**src/rtl/blake2_io_stream.sv**
```systemverilog
// blake2_io_stream: host-side ingress for the BLAKE2 core.
// Decodes the 2-bit command stream, captures the kk/nn/ll configuration and
// forwards data beats with a block-relative beat index and first/last flags.
// Optional protocol checker enabled by defining BLAKE2_IO_PROTO_CHECK_EN.
module blake2_io_stream #(
  parameter int unsigned BUS_W = 1,
  parameter int unsigned BB    = 64,
  parameter int unsigned LL_W  = 64,
  localparam int unsigned IDX_W = $clog2(BB / BUS_W)
) (
  input  logic                 clk,
  input  logic                 nreset,
  input  logic                 en_i,
  input  logic                 valid_i,
  input  logic [1:0]           cmd_i,
  input  logic [8*BUS_W-1:0]   data_i,
  input  logic                 ready_v_i,
  input  logic                 hash_v_i,
  input  logic [8*BUS_W-1:0]   hash_i,
  output logic                 ready_v_o,
  output logic                 hash_v_o,
  output logic [8*BUS_W-1:0]   hash_o,
  output logic [6:0]           kk_o,
  output logic [6:0]           nn_o,
  output logic [LL_W-1:0]      ll_o,
  output logic                 data_v_o,
  output logic [8*BUS_W-1:0]   data_o,
  output logic [IDX_W-1:0]     data_idx_o,
  output logic                 block_first_o,
  output logic                 block_last_o,
  output logic                 err_o
);

  localparam int unsigned BEATS   = BB / BUS_W;
  localparam int unsigned CFG_MAX = 2 + LL_W / 8;
  localparam int unsigned CFG_W   = $clog2(CFG_MAX + 1);

  localparam logic [1:0] CMD_CONF  = 2'd0;
  localparam logic [1:0] CMD_START = 2'd1;
  localparam logic [1:0] CMD_DATA  = 2'd2;
  localparam logic [1:0] CMD_LAST  = 2'd3;

  logic             en_q;
  logic             valid;
  logic             is_conf;
  logic             first_beat;
  logic             last_beat;
  logic [CFG_W-1:0] cfg_cnt;
  logic [IDX_W-1:0] beat_cnt;

  assign valid      = en_q & valid_i;
  assign is_conf    = (cmd_i == CMD_CONF);
  assign first_beat = (beat_cnt == IDX_W'(0));
  assign last_beat  = (beat_cnt == IDX_W'(BEATS - 1));

  // Core-facing passthroughs and ready qualification.
  assign ready_v_o = ready_v_i & ~data_v_o;
  assign hash_v_o  = hash_v_i;
  assign hash_o    = hash_i;

  // Slice enable is registered once before it qualifies valid_i.
  always_ff @(posedge clk) begin
    if (!nreset) en_q <= 1'b0;
    else         en_q <= en_i;
  end

  // Configuration capture: kk, nn, then ll bytes shifted in LSB byte first.
  always_ff @(posedge clk) begin
    if (!nreset) begin
      kk_o    <= '0;
      nn_o    <= '0;
      ll_o    <= '0;
      cfg_cnt <= '0;
    end else if (valid) begin
      if (is_conf) begin
        if (cfg_cnt == CFG_W'(0))            kk_o <= data_i[6:0];
        else if (cfg_cnt == CFG_W'(1))       nn_o <= data_i[6:0];
        else if (cfg_cnt < CFG_W'(CFG_MAX))  ll_o <= {data_i[7:0], ll_o[LL_W-1:8]};
        if (cfg_cnt != CFG_W'(CFG_MAX))      cfg_cnt <= cfg_cnt + CFG_W'(1);
      end else begin
        cfg_cnt <= '0;
      end
    end
  end

  // Data beat register, block beat counter and block flags.
  always_ff @(posedge clk) begin
    if (!nreset) begin
      data_v_o      <= 1'b0;
      data_o        <= '0;
      data_idx_o    <= '0;
      beat_cnt      <= '0;
      block_first_o <= 1'b0;
      block_last_o  <= 1'b0;
    end else begin
      data_v_o <= 1'b0;
      if (valid) begin
        if (is_conf) begin
          beat_cnt <= '0;
        end else begin
          data_v_o   <= 1'b1;
          data_o     <= data_i;
          data_idx_o <= beat_cnt;
          beat_cnt   <= last_beat ? IDX_W'(0) : beat_cnt + IDX_W'(1);
          if (first_beat) begin
            block_first_o <= (cmd_i == CMD_START);
            block_last_o  <= (cmd_i == CMD_LAST);
          end
        end
      end
    end
  end

`ifdef BLAKE2_IO_PROTO_CHECK_EN
  logic msg_open;
  logic blk_last_eff;

  // Last-block status of the beat being accepted (flag is updated on idx 0).
  assign blk_last_eff = first_beat ? (cmd_i == CMD_LAST) : block_last_o;

  // Track open message and latch sticky protocol errors.
  always_ff @(posedge clk) begin
    if (!nreset) begin
      msg_open <= 1'b0;
      err_o    <= 1'b0;
    end else if (valid) begin
      if ((is_conf && !first_beat) ||
          (cmd_i == CMD_START && first_beat && msg_open) ||
          (cmd_i == CMD_DATA && first_beat && !msg_open))
        err_o <= 1'b1;
      if (is_conf)
        msg_open <= 1'b0;
      else if (last_beat && blk_last_eff)
        msg_open <= 1'b0;
      else if (first_beat && (cmd_i == CMD_START || cmd_i == CMD_LAST))
        msg_open <= 1'b1;
    end
  end
`else
  assign err_o = 1'b0;
`endif

endmodule

```
**config.mk**
```make
export PLATFORM = sky130hd
export DESIGN_NAME = blake2_io_stream
export DESIGN_NICKNAME = d
export VERILOG_FILES = /design/src/rtl/blake2_io_stream.sv
export SDC_FILE = /design/constraint.sdc
export NUM_CORES = 1
export LEC_CHECK = 0
export ABC_AREA = 1
export CORE_UTILIZATION = 46
export CTS_BUF_LIST = sky130_fd_sc_hd__clkbuf_16
export DETAILED_ROUTE_END_ITERATION = 16
export GPL_ROUTABILITY_DRIVEN = 0
export PLACE_DENSITY = 0.8
export SYNTH_ARGS = -nofsm -noshare
export SYNTH_HDL_FRONTEND = slang
export SYNTH_SLANG_ARGS = --single-unit
export TNS_END_PERCENT = 5
```
**constraint.sdc**
```tcl
create_clock -name clk -period 1.99 [get_ports clk]
set_input_delay 0.597 -clock clk [delete_from_list [all_inputs] [get_ports clk]]
set_output_delay 0.597 -clock clk [all_outputs]
set_load 0.05 [all_outputs]
```
==> flow_metrics.env <==
export IMPL_outcome="completed"
export IMPL_start_util=0.479
export IMPL_path_cells="clkdlybuf4s50_1 -> inv_1 -> nor2_2 -> buf_12"
export IMPL_final_cell_mix="buf_4 (108), dfxtp_1 (106), nand2_1 (104)"
export IMPL_die_height_um=100
export IMPL_cts_setup_buffers=0
export IMPL_vias=4114
export IMPL_routed_wl_mm=10.9
export IMPL_coreArea_sq_um=9280
export IMPL_grt_start_max_net_pins=65
export IMPL_grt_pass1_vias=3766
export IMPL_synth_edf_count=0
export IMPL_synth_area_mux_share=0
export IMPL_cts_sinks=106
export IMPL_rsz0062_at_grt="false"
export IMPL_drtIter0Drc=227
export IMPL_diodes=0
export IMPL_switchingPower_uw=957
export IMPL_crit_required_ps=1390
export IMPL_max_cap_violations=0
export IMPL_wl_met2_mm=5.58
export IMPL_ioPinCount=130
export IMPL_leakage_nw=2.25
export IMPL_yosys_register_bits=106
export IMPL_drtPass1Iterations=5
export IMPL_power_density_nw_per_um2=742
export IMPL_cts_tree="built"
export IMPL_ys_types=29
export IMPL_layout_commonest_cell="buf_4"
export IMPL_h_tree_depth=3
export IMPL_fmax_mhz=510
export IMPL_synthArstFlopShare=0
export IMPL_clockPowerShare=0.427
export IMPL_dieWidth_um=100
export IMPL_setup_worst_path_class="input pin to output port"
export IMPL_seq_power_share=0.515
export IMPL_internal_power_mw=3.21
export IMPL_path_buf_inv=3
export IMPL_fin_crit_sh=0.986
export IMPL_fin_cells=760
export IMPL_hold_class="register to register"
export IMPL_synthAdderAreaFrac=0.0169
export IMPL_avgViaCountPerCell=5.41
export IMPL_hpwl_mm=7.53
export IMPL_grt_overflow=0
export IMPL_grt_pass1_wl_mm=17.8
export IMPL_wl_met3_um=562
export IMPL_synth_compound_area_frac=0.122
export IMPL_syn_num_nets=568
export IMPL_synth_area_per_cell_sq_um=8.26
export IMPL_cts_max_path_buffers=2
export IMPL_cp_slowest_stage_delay_ps=460
export IMPL_cts_root_buf="clkbuf_16"
export IMPL_combinationalPowerShare=0.058
export IMPL_yosys_warnings=0
export IMPL_skew_ps=8.35
export IMPL_synthSimpleGateAreaFrac=0.272
export IMPL_hold_ws_ps=461
export IMPL_cts_hold_buf=0
export IMPL_syn_to_final_growth_pct=26.2
export IMPL_ys_seq_area_frac=0.477
export IMPL_setup_viol=0
export IMPL_dieArea_sq_um=10100
export IMPL_met1_length_mm=4.62
export IMPL_cp_slowest_cell="clkdlybuf4s50_1"
export IMPL_drc=0
export IMPL_critPathMaxFanout=1
export IMPL_vdd_drop_max_mv=0.470
export IMPL_dpl_cell_count=744
export IMPL_synth_xor_area_share=0
export IMPL_drive_gt1_frac=0.238
export IMPL_wire_per_inst_um=14.4
export IMPL_netlist_instances=538
export IMPL_fp_row_count=35
export IMPL_crit_family="buffers and inverters"
export IMPL_grt_usage=0.217
export IMPL_slew_violations=0
export IMPL_fin_ws_ps=28.4
export IMPL_critPathCaptureType="output port"
export IMPL_pre_cts_ws_ps=-54.0
export IMPL_arrival_ps=1360
export IMPL_numCtsBuffers=9
export IMPL_netlist_area_sq_um=4440
export IMPL_io_buffers=110
export IMPL_p_sw_frac=0.230
export IMPL_clkTransAtPathRegs_ps=70
export IMPL_synth_top_family_by_area="simple AND/OR/NAND/NOR gates"
export IMPL_hold_viol=0
export IMPL_layout_min_cycle_time_ps=1960
export IMPL_power_total_mw=4.16
export IMPL_antenna_left=0
export IMPL_nNetsFinal=656
export IMPL_top_layer="met4"
export IMPL_antenna_found_initial=0
export IMPL_start_kind="input pin"
export IMPL_synthFlopType="dfxtp_1"
export IMPL_insertion_delay_ps=330
## power groups by stage
stage / Sequential [mW] / Clock (mW) / Combinational [mW]
after floorplan: 2.23 / 0 / 0.162
after global placement: 2.19 / 0 / 0.237
after detailed placement: 2.19 / 0 / 0.242
after CTS: 2.14 / 1.81 / 0.243
after global routing: 2.14 / 1.90 / 0.261
final: 2.14 / 1.78 / 0.243
## layout make-up
class                           instances  area, sq um
Clock inverter                          7         75.1
Multi-Input combinational cell        354         1840
Inverter                               26         98.8
Timing Repair Buffer                  129         1090
Sequential cell                       106         2120
Tap cell                              129          161
Clock buffer                            9          225
Fill cell                             825         3670
## flip-flops by register name (all words and copies together) (netlist names)
| register | cells |
|---|---|
| ll_o | 64 |
| block_last_o | 1 |
| data_v_o | 1 |
| data_o | 8 |
| en_q | 1 |
| cfg_cnt | 4 |
| beat_cnt | 6 |
| data_idx_o | 6 |
| kk_o | 7 |
| block_first_o | 1 |
| nn_o | 7 |
## cells by family (layout without fill, tap and decap cells)
| logic type | after synthesis | count (layout) |
|---|---|---|
| other cells | 1 | 1 |
| simple gates | 243 | 243 |
| compound gates | 104 | 104 |
| fa+ha+maj | 6 | 6 |
| buf+inv | 78 | 171 |
| flops | 106 | 106 |
## what timing repair did
item / 4_1_cts / 5_1_grt
gates resized for setup: 1 / 0
setup endpoints to repair: 1 / 0
hold endpoints to repair: 0 / 0
## through the flow
step	setup TNS [ps]	area, sq um	utilization
after CTS	0	5610	0.604
after floorplan	0	4440	-
final	0	5610	0.604
after global placement	-33.6	5310	0.572
after global routing	0	5610	0.604
after detailed placement	-857	5310	0.572
## worst paths after layout
| check | from | endpoint | slack, ps | cells past startpoint |
|---|---|---|---|---|
| worst min register to register | ll_o[4]$_SDFFE_PN0P_ | ll_o[4]$_SDFFE_PN0P_ | 460 | 2 |
| worst max-delay path | ready_v_i | ready_v_o | 30 | 4 |
| worst min-delay path | ll_o[4]$_SDFFE_PN0P_ | ll_o[4]$_SDFFE_PN0P_ | 460 | 2 |
| worst max register to register | cfg_cnt[1]$_SDFFE_PN0P_ | ll_o[31]$_SDFFE_PN0P_ | 210 | 6 |
## per-layer routing
metal / up-vias / GRT usage
li1: 2011 / -
met1: 1948 / 0.272
met2: 141 / 0.378
met3: 14 / 0.0327
met4: 0 / 0.0736
met5: - / 0
## cell usage after synthesis, types with 6 or more instances
library cell / instances / area (sq um)
nor2_1: 30 / 113
o21ai_1: 13 / 65.1
o21ai_0: 8 / 40.0
clkbuf_1: 9 / 33.8
inv_1: 20 / 75.1
dfxtp_1: 106 / 2120
buf_2: 11 / 55.1
a21oi_1: 79 / 395
ha_1: 6 / 75.1
buf_6: 20 / 225
nand2_1: 104 / 390
buf_4: 10 / 75.1
nand4_1: 68 / 425
nand3_1: 30 / 150
## worst min-delay path: cells and delay by family (launching register included)
| kind | cells | cell delay (ps) |
|---|---|---|
| AO/OA/AOI/OAI | 1 | 50 |
| flip-flops | 1 | 310 |
| AND/OR/NAND/NOR | 1 | 60 |
Power figures use the tool's default switching activity.
